**config.mk**
```make
export PLATFORM = sky130hd
export DESIGN_NAME = key_search_ctrl_flat
export DESIGN_NICKNAME = d
export VERILOG_FILES = /design/src/rtl/key_search_ctrl_if.sv /design/src/rtl/key_search_ctrl.sv /design/src/flat_wrapper.sv
export SDC_FILE = /design/constraint.sdc
export NUM_CORES = 1
export LEC_CHECK = 0
export BUFFER_PORTS_ARGS = -buffer_cell sky130_fd_sc_hd__buf_4
export CORE_MARGIN = 2
export CORE_UTILIZATION = 50
export CTS_BUF_LIST = sky130_fd_sc_hd__clkbuf_8
export CTS_CLUSTER_SIZE = 20
export DETAILED_ROUTE_END_ITERATION = 6
export GPL_TIMING_DRIVEN = 0
export PLACE_DENSITY = 0.8
export SLEW_MARGIN = 10
export SYNTH_ARGS = -nofsm -noshare
export SYNTH_HDL_FRONTEND = slang
export SYNTH_SLANG_ARGS = --single-unit
```
**constraint.sdc**
```tcl
create_clock -name clk -period 3.2 [get_ports clk]
set_input_delay 0.32 -clock clk [delete_from_list [all_inputs] [get_ports clk]]
set_output_delay 0.32 -clock clk [all_outputs]
set_load 0.02 [all_outputs]
```
**src/rtl/key_search_ctrl_if.sv**
```systemverilog
// Handshake and data bundle between the key search controller, the three RC4 loop FSMs,
// the S-RAM port mux and the D-RAM read port.
interface key_search_ctrl_if #(
  parameter int unsigned KEY_W = 24
);
  logic             start;
  logic [KEY_W-1:0] key_lo;
  logic [KEY_W-1:0] key_hi;
  logic             init_start;
  logic             shuffle_start;
  logic             decrypt_start;
  logic             init_finish;
  logic             shuffle_finish;
  logic             decrypt_finish;
  logic             sub_reset;
  logic [1:0]       s_sel;
  logic [KEY_W-1:0] secret_key;
  logic [7:0]       d_address;
  logic [7:0]       d_q;
  logic             busy;
  logic             done;
  logic             key_found;

  modport master (
    input  start, key_lo, key_hi, init_finish, shuffle_finish, decrypt_finish, d_q,
    output init_start, shuffle_start, decrypt_start, sub_reset, s_sel, secret_key,
    output d_address, busy, done, key_found
  );

  modport slave (
    output start, key_lo, key_hi, init_finish, shuffle_finish, decrypt_finish, d_q,
    input  init_start, shuffle_start, decrypt_start, sub_reset, s_sel, secret_key,
    input  d_address, busy, done, key_found
  );
endinterface

```
**src/rtl/key_search_ctrl.sv**
```systemverilog
// Brute-force key search: sequences init/shuffle/decrypt loops per key, then scans the
// decrypted message for printable lowercase/space bytes and stops on the first good key.
module key_search_ctrl #(
  parameter int unsigned MSG_LEN = 32,
  parameter int unsigned KEY_W   = 24
) (
  input  logic                 clk,
  input  logic                 reset,
  key_search_ctrl_if.master    bus
);

  localparam int unsigned     IDX_W    = (MSG_LEN > 1) ? $clog2(MSG_LEN) : 1;
  localparam logic [IDX_W-1:0] IDX_LAST = IDX_W'(MSG_LEN - 1);

  typedef enum logic [3:0] {
    IDLE, RUN_INIT, RUN_SHUF, RUN_DEC, CHK_REQ, CHK_W1, CHK_W2, CHK_RD,
    NEXT_KEY, SUB_RST, DONE
  } state_t;

  state_t            r_state, w_state_nxt;
  logic [KEY_W-1:0]  r_key, w_key_nxt;
  logic [IDX_W-1:0]  r_idx, w_idx_nxt;
  logic [7:0]        r_addr, w_addr_nxt;
  logic              r_found, w_found_nxt;
  logic              r_init_start, r_shuf_start, r_dec_start, r_sub_reset;
  logic              r_busy, r_done;
  logic [1:0]        r_s_sel, w_s_sel_nxt;
  logic              w_byte_ok;

  assign w_byte_ok = ((bus.d_q >= 8'h61) && (bus.d_q <= 8'h7A)) || (bus.d_q == 8'h20);

  // Next-state and datapath updates
  always_comb begin
    w_state_nxt = r_state;
    w_key_nxt   = r_key;
    w_idx_nxt   = r_idx;
    w_addr_nxt  = r_addr;
    w_found_nxt = r_found;
    case (r_state)
      IDLE: begin
        if (bus.start) begin
          w_key_nxt   = bus.key_lo;
          w_idx_nxt   = '0;
          w_state_nxt = RUN_INIT;
        end
      end
      RUN_INIT: if (bus.init_finish)    w_state_nxt = RUN_SHUF;
      RUN_SHUF: if (bus.shuffle_finish) w_state_nxt = RUN_DEC;
      RUN_DEC: begin
        if (bus.decrypt_finish) begin
          w_idx_nxt   = '0;
          w_state_nxt = CHK_REQ;
        end
      end
      CHK_REQ: begin
        w_addr_nxt  = 8'(r_idx);
        w_state_nxt = CHK_W1;
      end
      CHK_W1: w_state_nxt = CHK_W2;
      CHK_W2: w_state_nxt = CHK_RD;
      CHK_RD: begin
        if (!w_byte_ok) begin
          w_state_nxt = NEXT_KEY;
        end else if (r_idx == IDX_LAST) begin
          w_found_nxt = 1'b1;
          w_state_nxt = DONE;
        end else begin
          w_idx_nxt   = IDX_W'(r_idx + 1'b1);
          w_state_nxt = CHK_REQ;
        end
      end
      // >= also ends a reversed range after its single key and stops before any wrap
      NEXT_KEY: begin
        if (r_key >= bus.key_hi) begin
          w_found_nxt = 1'b0;
          w_state_nxt = DONE;
        end else begin
          w_key_nxt   = KEY_W'(r_key + 1'b1);
          w_state_nxt = SUB_RST;
        end
      end
      SUB_RST: w_state_nxt = RUN_INIT;
      DONE:    w_state_nxt = DONE;
      default: w_state_nxt = IDLE;
    endcase
  end

  always_comb begin
    case (w_state_nxt)
      RUN_INIT: w_s_sel_nxt = 2'd0;
      RUN_SHUF: w_s_sel_nxt = 2'd1;
      RUN_DEC:  w_s_sel_nxt = 2'd2;
      default:  w_s_sel_nxt = 2'd3;
    endcase
  end

  always_ff @(posedge clk) begin
    if (reset) begin
      r_state <= IDLE;
    end else begin
      r_state <= w_state_nxt;
    end
  end

  // Outputs are registered from the next state so they align with the state they decode
  always_ff @(posedge clk) begin
    if (reset) begin
      r_key        <= '0;
      r_idx        <= '0;
      r_addr       <= '0;
      r_found      <= 1'b0;
      r_init_start <= 1'b0;
      r_shuf_start <= 1'b0;
      r_dec_start  <= 1'b0;
      r_sub_reset  <= 1'b1;
      r_s_sel      <= 2'd3;
      r_busy       <= 1'b0;
      r_done       <= 1'b0;
    end else begin
      r_key        <= w_key_nxt;
      r_idx        <= w_idx_nxt;
      r_addr       <= w_addr_nxt;
      r_found      <= w_found_nxt;
      r_init_start <= (w_state_nxt == RUN_INIT);
      r_shuf_start <= (w_state_nxt == RUN_SHUF);
      r_dec_start  <= (w_state_nxt == RUN_DEC);
      r_sub_reset  <= (w_state_nxt == SUB_RST);
      r_s_sel      <= w_s_sel_nxt;
      r_busy       <= (w_state_nxt != IDLE) && (w_state_nxt != DONE);
      r_done       <= (w_state_nxt == DONE);
    end
  end

  assign bus.init_start    = r_init_start;
  assign bus.shuffle_start = r_shuf_start;
  assign bus.decrypt_start = r_dec_start;
  assign bus.sub_reset     = r_sub_reset;
  assign bus.s_sel         = r_s_sel;
  assign bus.secret_key    = r_key;
  assign bus.d_address     = r_addr;
  assign bus.busy          = r_busy;
  assign bus.done          = r_done;
  assign bus.key_found     = r_found;

endmodule

```
**src/flat_wrapper.sv**
```systemverilog
// flat-port wrapper written by rule: the top's interface ports become plain ports
module key_search_ctrl_flat 
#(
  parameter int unsigned MSG_LEN = 32,
  parameter int unsigned KEY_W   = 24
)
  (clk, reset, bus_start, bus_key_lo, bus_key_hi, bus_init_finish, bus_shuffle_finish, bus_decrypt_finish, bus_d_q, bus_init_start, bus_shuffle_start, bus_decrypt_start, bus_sub_reset, bus_s_sel, bus_secret_key, bus_d_address, bus_busy, bus_done, bus_key_found);
  key_search_ctrl_if #(.KEY_W(KEY_W)) bus_i ();
  input  logic clk;
  input  logic reset;
  input wire logic [$bits(bus_i.start)-1:0] bus_start;
  input wire logic [$bits(bus_i.key_lo)-1:0] bus_key_lo;
  input wire logic [$bits(bus_i.key_hi)-1:0] bus_key_hi;
  input wire logic [$bits(bus_i.init_finish)-1:0] bus_init_finish;
  input wire logic [$bits(bus_i.shuffle_finish)-1:0] bus_shuffle_finish;
  input wire logic [$bits(bus_i.decrypt_finish)-1:0] bus_decrypt_finish;
  input wire logic [$bits(bus_i.d_q)-1:0] bus_d_q;
  output wire logic [$bits(bus_i.init_start)-1:0] bus_init_start;
  output wire logic [$bits(bus_i.shuffle_start)-1:0] bus_shuffle_start;
  output wire logic [$bits(bus_i.decrypt_start)-1:0] bus_decrypt_start;
  output wire logic [$bits(bus_i.sub_reset)-1:0] bus_sub_reset;
  output wire logic [$bits(bus_i.s_sel)-1:0] bus_s_sel;
  output wire logic [$bits(bus_i.secret_key)-1:0] bus_secret_key;
  output wire logic [$bits(bus_i.d_address)-1:0] bus_d_address;
  output wire logic [$bits(bus_i.busy)-1:0] bus_busy;
  output wire logic [$bits(bus_i.done)-1:0] bus_done;
  output wire logic [$bits(bus_i.key_found)-1:0] bus_key_found;
  assign bus_i.start = bus_start;
  assign bus_i.key_lo = bus_key_lo;
  assign bus_i.key_hi = bus_key_hi;
  assign bus_i.init_finish = bus_init_finish;
  assign bus_i.shuffle_finish = bus_shuffle_finish;
  assign bus_i.decrypt_finish = bus_decrypt_finish;
  assign bus_i.d_q = bus_d_q;
  assign bus_init_start = bus_i.init_start;
  assign bus_shuffle_start = bus_i.shuffle_start;
  assign bus_decrypt_start = bus_i.decrypt_start;
  assign bus_sub_reset = bus_i.sub_reset;
  assign bus_s_sel = bus_i.s_sel;
  assign bus_secret_key = bus_i.secret_key;
  assign bus_d_address = bus_i.d_address;
  assign bus_busy = bus_i.busy;
  assign bus_done = bus_i.done;
  assign bus_key_found = bus_i.key_found;
  key_search_ctrl #(.MSG_LEN(MSG_LEN), .KEY_W(KEY_W)) u_core (.clk(clk), .reset(reset), .bus(bus_i));
endmodule
```
# Yosys cells after proc, flatten, opt, wreduce, memory -nomap -nowiden
# Index checks and enable logic that the tools add are counted.
[totals] word_cells=74 inputBits=62 ff_bits=47
[classes] n_lt_le_gt_ge=3 eq_ne=25 n_mux=21 addsub=2 n_reduce_logical=11
[ops] cell="24-bit two-way mux" count=2
[ops] cell="24-bit one-hot mux with 2 select lines" count=1
[ops] cell="4-bit one-hot mux with 11 select lines" count=1
[ops] cell="24-bit by 1-bit adder with 24-bit output (second input constant)" count=1
[ops] cell="24-bit >= comparator" count=1
[ops] cell="4-bit two-way mux" count=6
[ops] cell="4-bit equality test (second input constant)" count=5
[ops] cell="5-bit two-way mux" count=4
[ops] cell="4-bit by 2-bit equality test with 1-bit output (second input constant)" count=4
[ops] cell="4-bit by 3-bit equality test with 1-bit output (second input constant)" count=4
[ops] cell="5-bit one-hot mux with 3 select lines" count=1
[ops] cell="4-bit by 1-bit equality test with 1-bit output (second input constant)" count=2
[ops] cell="8-bit by 6-bit equality test with 1-bit output (second input constant)" count=1
[ops] cell="8-bit by 7-bit >= comparator with 1-bit output (second input constant)" count=1
[ops] cell="8-bit by 7-bit <= comparator with 1-bit output (second input constant)" count=1
[ops] cell="2-bit inequality test (second input constant)" count=4
[ops] cell="2-bit by 1-bit inequality test with 1-bit output (second input constant)" count=3
[ops] cell="2-bit one-hot mux with 3 select lines" count=1
[ops] cell="5-bit by 1-bit adder with 5-bit output (second input constant)" count=1
[ops] cell="5-bit equality test (second input constant)" count=1
[ops] cell="5-bit AND reduction" count=1
[ops] cell="4-bit logical NOT" count=1
[ops] cell="4-bit inequality test (second input constant)" count=1
[ops] cell="4-bit AND reduction" count=1
[ops] cell="other kinds (9)" count=13

# Logic depth before layout (Yosys ltp)
[logic_depth] word_depth=7 depth_mapped=10

# Worst setup path after synthesis
# OpenSTA, ideal clock, no wires.
[synth_timing] path_type="reg2reg" from="reg u_core.r_key[2], in the netlist u_core.bus.secret_key[2]" to="reg u_core.r_key[12], in the netlist u_core.bus.secret_key[12]" t_required_ps=3069 setup_slack_ps=685 t_arrival_ps=2384 synth_period_minus_slack_ps=2515 setup_time_ps=131 stages_incl_launch_ff=10 cell_sequence="dfxtp_1 > ha_1 > a211oi_1 > o21ai_0 > a2111oi_0 > o211ai_1 > o21ai_2 > buf_2 > o211ai_1 > nor3b_1"
[synth_between] elab_chain_len=3
[synth_rtl] item="start, declared" line="key_search_ctrl.sv:21" rtl="logic [KEY_W-1:0] r_key, w_key_nxt;"
[synth_rtl] item="start signal, assigned" line="key_search_ctrl.sv:120" rtl="r_key <= w_key_nxt;"
[synth_rtl] item="24-bit by 1-bit adder with 24-bit output / 24-bit >= comparator (equally long branches)" line="key_search_ctrl.sv:78, key_search_ctrl.sv:74"
[synth_rtl] item="24-bit two-way mux / 2-bit inequality test (equally long branches)"
[synth_rtl] item="24-bit one-hot mux with 2 select lines / 3-bit AND reduction (equally long branches)"
# Several ways; a longest one is shown, not always the timed one. The select of a mux whose other input is x is not followed.
# A chain may end at the register's enable or synchronous reset.

# Worst setup path in the final report
[layout_timing] from="reg u_core.r_key[9], in the netlist u_core.bus.secret_key[9]" to="reg u_core.r_key[16], in the netlist u_core.bus.secret_key[16]"
# Same word-level chain as after synthesis.

==> impl_results.md <==
- Sequential Power Share: 40.6%
- Internal Dissipation: 0.00116 W
- Post-Synthesis Cells: 429
- Leak pwr: 1.89 nW
- Seq/Total Area, Yosys: 30.1%
- Die Wd: 83.1 µm
- Final Util: 67.9%
- Cells after DPL: 604
- DR vias: 3,601
- Max_slew headroom: 46.8%
- Critical Path RT: 3.42 ns
- Final Power: 0.00192 W
- Switching Share: 39.6%
- Area growth syn-to-layout: 30.0%
- Slowest-stage cell, CP: a2111oi_1
- Slowest stage delay, CP: 0.51 ns
- Yosys reg bits: 47
- R2r startpoint: u_core.bus.secret_key[9]
- Start point of the worst hold path: bus_key_lo[1]
- CP top delay family: compound AO/OA/AOI/OAI gates
- Root buffer cell: clkbuf_8
- GRT Total Usage: 26.2%
- Number of I/O port buffers: 98
- Worst clock skew: 0.00631 ns
- Post-Syn Area: 3130 µm²
- Critical path class: reg -> reg
- Crit. End Element: register
- Sum Neg Setup Slack: 0 ns
- Most frequent cells in the layout: buf_4, nand2_1, dfxtp_1
- CP arrival: 3.17 ns
- Rows: 28
- # setup viols final: 0
- Crit-path cells: ha_1 > a21oi_1 > o21ai_0 > a2111oi_1 > o211ai_1 > o21ai_2 > buf_2 > a21oi_1 > a211oi_1
- Worst slew pin tran: 0.796 ns
- DRC Markers: 0
- Psw: 0.000761 W
- Wire length per cell: 14.6 µm
- Starting density of the core: 52.2%
- DR iter-0 viols: 354
- Post-synth EDFFs: 0
- Clk network pwr share: 19.3%
- Max_cap viols: 0
- Worst Setup SP: u_core.bus.secret_key[9]
- Mean number of vias per cell: 5.87
- CP Launch Type: register
- Comb power frac: 40.1%
- Clock transition at the registers of the reported paths: 0.09 ns
- Yosys warning count: 0
- Ys flop type: dfxtp_1
- Largest net degree at the start of global routing: 17
- Fin. Hold Viols: 0
- DP HPWL: 6950 µm
- Die H: 83.1 µm
- Multi-input logic area: 1970 µm²
- Final Slew Violations: 0
- Buf+Inv Stages, Crit Path: 1
- Period utilisation layout: 92.4%
- Die area: 6900 µm²
- Initial antenna violation count: 0
- Clock latency at the later pin of the worst-skew pair: 0.30 ns
- Post-synth cell types: 51
- Reg area: 941 µm²
- Outcome: complete, no violations
- Min Tclk post-route: 2.96 ns
- Vias in the first global route: 3,294
- VDD IR max: 0.000301 V
- I/O pin total: 103
- GP Congestion: 0.918
- Post-Syn Area per Cell: 7.29 µm²
- RSZ-0062 raised after global routing: false
- Total core area: 5990 µm²
- Maximum clock path buffer count: 2
- Final Net Count: 626
- ANT nets after route: 0
- Fillers: 526
- TritonRoute pass-1 iters: 7
- First-pass GRT wire length: 15,200 µm
- Most common cell after layout, fill and taps aside: buf_4
- CTS Hold Bufs: 0
- DRT Wirelength: 8960 µm
- Antenna cells: 0
- CTS H-tree lvls: 2
- Grt ovf: 0
- Max Clk Rate: 338 MHz
- Post-route insts no fill: 613
- HP Class: in -> reg
- CTS tree: built
- PwrDens: 473 nW/µm²
- TritonCTS buffer count: 5
- Clk sinks: 47
- Share of layout cells above drive strength 1: 22.5%
- Worst Path Max Fanout: 10
- Most used cell, CP: a21oi_1
- Async set or reset register ratio after synthesis: 0%
==> stage by stage <==
step / worst slack (ns) / hold WS (ns) / area, µm²
floorplan: 0.685 / 0.449 / 3130
global placement: 0.0306 / 0.462 / 3960
detailed placement: -0.000187 / 0.472 / 3960
CTS: 0.00806 / 0.288 / 4060
global route: 0.00277 / 0.303 / 4070
finish: 0.242 / 0.295 / 4070
==> tightest hold or removal path: stages <==
cell,delay (ns)
buf_4,0.11
nand2_1,0.05
a311oi_1,0.08
==> state kept, by name, indices dropped and copies added, names as in the netlist, 2 cells and up <==
signal	flops
u_core.bus.d_address	5
u_core.bus.s_sel	2
u_core.bus.secret_key	24
u_core.r_idx	5
u_core.r_state	4
==> Yosys cell counts, types with 7 or more instances <==
cell | n | share of area, %
nand4_1 | 8 | 1.6
o31ai_1 | 7 | 1.7
a21oi_1 | 41 | 6.6
a211oi_1 | 7 | 1.7
dfxtp_1 | 47 | 30
nor2_1 | 36 | 4.3
inv_1 | 32 | 3.8
ha_1 | 27 | 11
and3_1 | 10 | 2.0
nand2_1 | 63 | 7.6
clkbuf_1 | 18 | 2.2
o21ai_0 | 38 | 6.1
nand3_1 | 16 | 2.6
==> timing repair <==
action | 4_1_cts | 5_1_grt
resized for setup | 0 | 3
buffers inserted | 0 | 1
setup endpoints to repair | 0 | 24
endpoints found under the hold margin | 0 | 0
==> metal layers <==
metal / global-route usage (%) / wire length (µm) / up-vias
li1: - / - / 1742
met2: 43.6 / 4180 / 194
met4: 9.09 / 211 / 0
met3: 5.07 / 819 / 20
met1: 33.8 / 3740 / 1645
met5: 0 / 0 / -
==> path summary, 6_finish.rpt <==
path	to	slack [ns]	depth (start not counted)
min reg2reg	u_core.r_idx[4]	0.48	2
max reg2reg	u_core.bus.secret_key[16]	0.24	9
max	u_core.bus.secret_key[16]	0.24	9
min	u_core.bus.secret_key[1]	0.29	3
==> power groups by stage <==
stage / clock (W) / combinational [W] / sequential, W
after global routing: 0.000399 / 0.000854 / 0.000795
final: 0.000371 / 0.000770 / 0.000780
after global placement: 0 / 0.000736 / 0.000787
after detailed placement: 0 / 0.000758 / 0.000790
after CTS: 0.000382 / 0.000762 / 0.000777
after floorplan: 0 / 0.000390 / 0.000853
==> cell type report <==
class	instances	area share (%)
Buffer	24	2.59
Clock buffer	5	1.69
Tap cell	75	2.31
Sequential cell	47	23.1
Inverter	32	2.95
Multi-Input combinational cell	328	48.5
Clock inverter	3	0.554
Timing Repair Buffer	99	18.3
==> cells by family after synthesis <==
group	count (synthesis)	share of synthesized area, %
AOI/OAI and AO/OA	127	24.7
buffers and inverters	56	7.16
and+or+nand+nor	164	25.0
other	1	0.120
xor gates and xnor gates	2	0.560
muxes	5	1.60
adders and majority gates	27	10.8
DFF	47	30.1
Note: power is estimated with default switching activity, not from simulation.
